<file path="config.mk">
export PLATFORM = sky130hd
export DESIGN_NAME = grayscale_pipe_flat
export DESIGN_NICKNAME = d
export VERILOG_FILES = /design/src/rtl/grayscale_pipe_if.sv /design/src/rtl/grayscale_pipe.sv /design/src/flat_wrapper.sv
export SDC_FILE = /design/constraint.sdc
export NUM_CORES = 1
export LEC_CHECK = 0
export BUFFER_PORTS_ARGS = -buffer_cell sky130_fd_sc_hd__buf_4
export CAP_MARGIN = 30
export CORE_MARGIN = 3
export CORE_UTILIZATION = 55
export CTS_BUF_LIST = sky130_fd_sc_hd__clkbuf_8
export DETAILED_ROUTE_END_ITERATION = 10
export GPL_ROUTABILITY_DRIVEN = 0
export PLACE_DENSITY = 0.76
export REMOVE_ABC_BUFFERS = 1
export SYNTH_ARGS = -nofsm -noshare
export SYNTH_HDL_FRONTEND = slang
export SYNTH_SLANG_ARGS = --single-unit
export TNS_END_PERCENT = 20
</file>
<file path="constraint.sdc">
create_clock -name clock -period 5.89 [get_ports clock]
set_clock_uncertainty 0.2 [all_clocks]
set_input_delay 1.178 -clock clock [delete_from_list [all_inputs] [get_ports clock]]
set_output_delay 1.178 -clock clock [all_outputs]
set_load 0.005 [all_outputs]
</file>
<file path="src/rtl/grayscale_pipe_if.sv">
// Pixel FIFO handshake bundle for grayscale_pipe: input-side pop,
// output-side push and the per-pixel conversion mode.
interface grayscale_pipe_if #(
    parameter int FIFO_DWIDTH_IN  = 24,
    parameter int FIFO_DWIDTH_OUT = 8
);
    logic                       mode;
    logic                       fifo_in_rd_en;
    logic [FIFO_DWIDTH_IN-1:0]  fifo_in_dout;
    logic                       fifo_in_empty;
    logic                       fifo_out_wr_en;
    logic [FIFO_DWIDTH_OUT-1:0] fifo_out_din;
    logic                       fifo_out_full;

    modport master (
        input  mode,
        input  fifo_in_dout,
        input  fifo_in_empty,
        input  fifo_out_full,
        output fifo_in_rd_en,
        output fifo_out_wr_en,
        output fifo_out_din
    );

    modport slave (
        output mode,
        output fifo_in_dout,
        output fifo_in_empty,
        output fifo_out_full,
        input  fifo_in_rd_en,
        input  fifo_out_wr_en,
        input  fifo_out_din
    );
endinterface

</file>
<file path="src/rtl/grayscale_pipe.sv">
// 3-stage RGB-to-gray pipeline (average or BT.601 luma) with full backpressure.
// Define GRAYSCALE_PIXCOUNT_EN to add the 32-bit pixel_count output.
module grayscale_pipe #(
    parameter int CH_WIDTH        = 8,
    parameter int FIFO_DWIDTH_IN  = 24,
    parameter int OUT_CHANNELS    = 1,
    parameter int FIFO_DWIDTH_OUT = 8
) (
    input  logic clock,
    input  logic reset,
    grayscale_pipe_if.master bus
`ifdef GRAYSCALE_PIXCOUNT_EN
    ,
    output logic [31:0] pixel_count
`endif
);
    localparam int W  = CH_WIDTH;
    localparam int SW = CH_WIDTH + 2;
    localparam int WW = CH_WIDTH + 8;

    if (FIFO_DWIDTH_IN != 3 * CH_WIDTH) begin : g_bad_in
        $error("FIFO_DWIDTH_IN must equal 3*CH_WIDTH");
    end
    if (FIFO_DWIDTH_OUT != OUT_CHANNELS * CH_WIDTH) begin : g_bad_out
        $error("FIFO_DWIDTH_OUT must equal OUT_CHANNELS*CH_WIDTH");
    end

    logic          v1, v2, v3;
    logic          m1, m2;
    logic [W-1:0]  r1, g1, b1;
    logic [WW-1:0] acc2;
    logic [W-1:0]  gray3;

    logic          en;
    logic [SW-1:0] sum;
    logic [WW-1:0] wsum;
    logic [SW-1:0] quot;
    logic [W-1:0]  gray_d;

    assign en = !(v3 && bus.fifo_out_full);

    assign bus.fifo_in_rd_en  = en && !bus.fifo_in_empty;
    assign bus.fifo_out_wr_en = v3 && !bus.fifo_out_full;
    assign bus.fifo_out_din   = {OUT_CHANNELS{gray3}};

    always_comb begin
        sum  = SW'(r1) + SW'(g1) + SW'(b1);
        wsum = WW'(r1) * WW'(77)
             + WW'(g1) * WW'(150)
             + WW'(b1) * WW'(29)
             + WW'(128);
    end

    // Constant divide keeps floor(sum/3) exact for the whole sum range.
    always_comb begin
        quot   = acc2[SW-1:0] / SW'(3);
        gray_d = m2 ? acc2[WW-1:8] : W'(quot);
    end

    always_ff @(posedge clock) begin
        if (reset) begin
            v1    <= 1'b0;
            m1    <= 1'b0;
            r1    <= '0;
            g1    <= '0;
            b1    <= '0;
            v2    <= 1'b0;
            m2    <= 1'b0;
            acc2  <= '0;
            v3    <= 1'b0;
            gray3 <= '0;
        end else if (en) begin
            v1    <= bus.fifo_in_rd_en;
            m1    <= bus.mode;
            r1    <= bus.fifo_in_dout[3*W-1:2*W];
            g1    <= bus.fifo_in_dout[2*W-1:W];
            b1    <= bus.fifo_in_dout[W-1:0];
            v2    <= v1;
            m2    <= m1;
            acc2  <= m1 ? wsum : WW'(sum);
            v3    <= v2;
            gray3 <= gray_d;
        end
    end

`ifdef GRAYSCALE_PIXCOUNT_EN
    always_ff @(posedge clock) begin
        if (reset) begin
            pixel_count <= '0;
        end else if (bus.fifo_out_wr_en) begin
            pixel_count <= pixel_count + 32'd1;
        end
    end
`endif

endmodule

</file>
<file path="src/flat_wrapper.sv">
// flat-port wrapper written by rule: the top's interface ports become plain ports
module grayscale_pipe_flat 
#(
    parameter int CH_WIDTH        = 8,
    parameter int FIFO_DWIDTH_IN  = 24,
    parameter int OUT_CHANNELS    = 1,
    parameter int FIFO_DWIDTH_OUT = 8
)
  (clock, reset, bus_mode, bus_fifo_in_dout, bus_fifo_in_empty, bus_fifo_out_full, bus_fifo_in_rd_en, bus_fifo_out_wr_en, bus_fifo_out_din);
  grayscale_pipe_if #(.FIFO_DWIDTH_IN(FIFO_DWIDTH_IN), .FIFO_DWIDTH_OUT(FIFO_DWIDTH_OUT)) bus_i ();
  input  logic clock;
  input  logic reset;
  input wire logic [$bits(bus_i.mode)-1:0] bus_mode;
  input wire logic [$bits(bus_i.fifo_in_dout)-1:0] bus_fifo_in_dout;
  input wire logic [$bits(bus_i.fifo_in_empty)-1:0] bus_fifo_in_empty;
  input wire logic [$bits(bus_i.fifo_out_full)-1:0] bus_fifo_out_full;
  output wire logic [$bits(bus_i.fifo_in_rd_en)-1:0] bus_fifo_in_rd_en;
  output wire logic [$bits(bus_i.fifo_out_wr_en)-1:0] bus_fifo_out_wr_en;
  output wire logic [$bits(bus_i.fifo_out_din)-1:0] bus_fifo_out_din;
  assign bus_i.mode = bus_mode;
  assign bus_i.fifo_in_dout = bus_fifo_in_dout;
  assign bus_i.fifo_in_empty = bus_fifo_in_empty;
  assign bus_i.fifo_out_full = bus_fifo_out_full;
  assign bus_fifo_in_rd_en = bus_i.fifo_in_rd_en;
  assign bus_fifo_out_wr_en = bus_i.fifo_out_wr_en;
  assign bus_fifo_out_din = bus_i.fifo_out_din;
  grayscale_pipe #(.CH_WIDTH(CH_WIDTH), .FIFO_DWIDTH_IN(FIFO_DWIDTH_IN), .OUT_CHANNELS(OUT_CHANNELS), .FIFO_DWIDTH_OUT(FIFO_DWIDTH_OUT)) u_core (.clock(clock), .reset(reset), .bus(bus_i));
endmodule
</file>
======== Yosys cells after proc, flatten, opt, wreduce, memory -nomap -nowiden ========
Cells that the tools add are included.
storage, ports and cells
  bits in registers ....................... 53
  bits of input ports ..................... 29
  word-level logic and storage cells ...... 27
cells by class
  $add $sub $neg .......................... 5
  multipliers ............................. 3
  div/mod/pow operators ................... 1
  mux-type cells .......................... 2
  reduce and logical (&&, ||, !) cells .... 6
operator list
  kind                     count
  $mul A8 B7 Y15 const B   2
  $add A15 B16 Y16         1
  $add A16 B13 Y16         1
  $add A16 B8 Y16 const B  1
  $mux W16                 1
  $mul A8 B5 Y13 const B   1
  $add A10 B8 Y10          1
  $div A10 B2 Y10 const B  1
  $add A8 B8 Y9            1
  $mux W8                  1
  $logic_and A1 B1 Y1      3
  $logic_not A1 Y1         3

======== Longest topological paths before layout ========
  depth in word-level cells ............... 5
  gate-level depth with buffers ........... 27

======== Worst setup path before layout ========
No wires, ideal clock.
  path type ............................... register -> register
  start ................................... register u_core.g1[4]
  end ..................................... register u_core.acc2[15]
  setup time .............................. 0.128 ns
  arrival time ............................ 6.082 ns
  data required time ...................... 5.562 ns
  setup slack ............................. -0.520 ns
  stages on the path, launching flop included .. 25
  path buffers ............................ 0
  path through ............................ dfxtp_1 ha_1 ha_1 inv_1 fa_1 fa_1 inv_1 ha_1 xnor2_1 fa_1 inv_1 fa_1 fa_1 inv_1 fa_1 ha_1 ha_1 nor3_1 nor2_1 a31oi_1 a21oi_1 xnor2_1 xnor2_1 a22oi_1 nor2_1
on the way
  longest elaborated chain between the ends .. 5
ends and longest elaborated chain
  element                 line                  text
  start, declared         grayscale_pipe.sv:30  logic [W-1:0] r1, g1, b1;
  start signal, assigned  grayscale_pipe.sv:76  g1 <= bus.fifo_in_dout[2*W-1:W];
  $mul A8 B7 Y15          grayscale_pipe.sv:49  + WW'(g1) * WW'(150)
  $add A15 B16 Y16        grayscale_pipe.sv:49
  $add A16 B13 Y16        grayscale_pipe.sv:50  + WW'(b1) * WW'(29)
  $add A16 B8 Y16         grayscale_pipe.sv:51  + WW'(128);
  $mux W16                grayscale_pipe.sv:80  acc2 <= m1 ? wsum : WW'(sum);
  end signal, assigned    grayscale_pipe.sv:80
  end, declared           grayscale_pipe.sv:31  logic [WW-1:0] acc2;
No other way between the ends.
A chain may end at the register's enable or synchronous reset.

======== Final worst setup path ========
  start ................................... register u_core.g1[3]
  end ..................................... register u_core.acc2[15]
The elaborated chain is that of the path after synthesis.

==> flow_summary.yaml <==
sta:
  finalSetupViolCount: 8
  hold_viol: 0
  fin_ws_ns: -0.333
  whs_ns: 0.260
  worstMarginPinSlew_ns: 0.726
  max_freq_mhz: 161
  period_needed_ns: 6.22
  grt_setup_unrepaired: "yes"
  drv_slew: 0
  relSlewSlack: 0.516
  fin_crit_sh: 1.06
status:
  status: "finished with violations"
  violations: "setup timing"
power:
  pwr_density_cell_nw_per_um2: 538
  p_leak_nw: 3.83
  peakVddDrop_uv: 521
  power_w: 0.00414
worst_setup_path:
  cp.arrival_ns: 6.25
  worstReg2RegEnd: "u_core.acc2[15]"
  critPathKind: "flip-flop to flip-flop"
  reg2reg_from: "u_core.g1[3]"
  worstSetupEndpointType: "flip-flop"
  rrSetupSlack_ns: -0.33
  critical_path_required_ns: 5.92
  ff2ff_path_depth: 27
  worst_setup_path_start_kind: "flip-flop"
  crit_fanout: 5
grt:
  gr-total-overflow: 0
  grt_pass1_wl_um: 26600
  grt_pass1_vias: 5735
  grt_max_degree: 55
  grt_antenna_before_repair: 0
  track_usage: 0.252
die:
  row_count: 39
  start_util: 0.569
  die_h_um: 115
  fp.dieW_um: 115
  io_pins: 39
  dieArea_um2: 13300
  core_area_um2: 11600
detailed_routing:
  wl_um: 15900
  ant_nets: 0
  drc: 0
  drt-pass1-iter-count: 5
  vias: 5538
  drt_iter0_drc: 377
  via_per_inst: 5.68
  wire_per_inst_um: 16.3
min_path:
  min_path_type: "flip-flop to flip-flop"
  whs_path_depth: 2
  hold_start: "u_core.bus.fifo_out_din[6]"
  hold_path_end: "u_core.bus.fifo_out_din[6]"
cts:
  cts_buffers: 5
  clkSlewWorstSetupHoldPaths_ns: 0.12
  root_buffer: "clkbuf_8"
  cts_sinks: 53
  htree_num_levels: 2
  cts_tree: "yes"
  worstSkewPairLatency_ns: 0.35
  clk_path_buf_depth: 2
final_layout:
  syn_to_final_growth_pct: 17.0
  drive_gt1_frac: 0.190
  final_cell_area_um2: 7700
  regArea_um2: 1070
  final_common_cell: "inv_1"
  mostFrequentLayoutCells: "inv_1, ha_1, nand2_1"
  nFillCells: 895
  diodes: 0
  fin_nets: 1034
  multi_input_area_um2: 5230
  fin_util: 0.666
logic_synthesis:
  synth_seq_cells: 53
  synthCells: 770
  syn_area_um2: 6590
  synth-seq-area-share: 0.161
  synth-edff-count: 0
  syn_area_per_cell_um2: 8.55
  synth_area_leaders: "ha_1, fa_1, dfxtp_1"
  yosys_warnings: 0
  synth_top_area_frac: 0.220
  async_flop_share: 0
  post_synth_num_cell_types: 54
  synth_flop_cell: "dfxtp_1"
  synth_top_area_cell: "ha_1"
placement:
  placed_cell_area_um2: 7230
  io_buffers: 38
  dpl.hpwl_um: 11500
  place_ws_ns: -0.682
job:
  maxCapViolCount: 0
power breakdown:
part,internal (W),leakage [nW],switching [W]
clock network,0.0000873,0.0452,0.000154
logic,0.00173,3.34,0.00164
registers,0.000420,0.440,0.000106
total,0.00224,3.83,0.00190
state kept, by name, summed over array words and instances (netlist names):
register,cells
u_core.v1,1
u_core.v3,1
u_core.v2,1
u_core.m1,1
u_core.r1,8
u_core.m2,1
u_core.b1,8
u_core.g1,8
u_core.bus.fifo_out_din,8
u_core.acc2,16
stage by stage:
stage	setup TNS [ns]	instances
3_3_place_gp	-2.89	962
4_1_cts	-0.820	974
5_1_grt	-3.20	975
2_1_floorplan	-1.65	737
3_5_place_dp	-3.68	962
6_report	-1.35	975
layout make-up:
cell class / instances / area share
inverters: 123 / 0.0599
repair buffers: 87 / 0.0869
clock buffers: 5 / 0.00893
well taps: 143 / 0.0232
flip-flops and latches: 53 / 0.139
clock inverters: 3 / 0.00325
multi-input cells: 561 / 0.679
metal layers:
layer	vias up	share of wire	GRT usage
met5	-	0	0
met4	0	0.036	0.110
met3	40	0.038	0.0366
met2	136	0.51	0.444
met1	2672	0.42	0.306
li1	2690	-	-
synth_stat cells (6+ instances only):
master / n
nand2b_1: 6
o21bai_1: 10
nor2b_1: 7
nand3b_1: 7
fa_1: 58
o21ai_0: 17
nor2_1: 33
nand2_1: 90
xor2_1: 9
clkbuf_1: 26
a31oi_1: 6
a21oi_1: 73
xnor2_1: 32
dfxtp_1: 53
a211oi_1: 13
o211ai_1: 6
a21o_1: 15
inv_1: 122
ha_1: 116
worst max path at each step:
| stage | from | end | slack (ns) | depth (start not counted) |
|---|---|---|---|---|
| after floorplan | u_core.g1[4] | u_core.acc2[15] | -0.51 | 24 |
| after detailed placement | u_core.g1[4] | u_core.acc2[15] | -0.68 | 24 |
| after global routing | u_core.g1[3] | u_core.acc2[15] | -0.60 | 27 |
| after CTS | u_core.g1[3] | u_core.acc2[15] | -0.25 | 27 |
| final | u_core.g1[3] | u_core.acc2[15] | -0.33 | 27 |
| after global placement | u_core.g1[4] | u_core.acc2[15] | -0.58 | 24 |
what timing repair did:
action                     4_1_cts  5_1_grt
gates cloned                     0        0
setup buffers                    4        0
resized for setup               52        6
setup endpoints to repair        8        8
hold buffers                     0        0
pin swaps                       50        8
cells by family (layout without fill, tap and decap cells):
logic type               after synthesis  after routing  share of synthesized area
buffers and inverters                156            218                     0.0927
flip-flops                            53             53                      0.161
AND/OR/NAND/NOR                      168            168                      0.116
XOR/XNOR                              41             41                     0.0545
AO/OA/AOI/OAI                        175            175                      0.174
multiplexers                           3              3                    0.00456
adder cells (fa/ha/maj)              174            174                      0.397
critical path, cell delays in order (launching register included):
cell and delay [ns]:
dfxtp_2 0.36, buf_4 0.17, ha_1 0.30, ha_1 0.16, inv_1 0.07, fa_1 0.53
inv_2 0.05, ha_4 0.27, inv_1 0.05, o21ai_2 0.14, a21oi_2 0.10, xnor2_2 0.14
fa_1 0.49, inv_1 0.05, fa_1 0.45, fa_1 0.49, inv_1 0.05, fa_1 0.55
ha_4 0.21, ha_4 0.17, nor2_4 0.08, o211ai_1 0.15, a31oi_2 0.27, a21oi_2 0.08
xnor2_1 0.14, xnor2_1 0.13, a22oi_1 0.16, nor2_1 0.05
(Power assumes the default switching activity.)
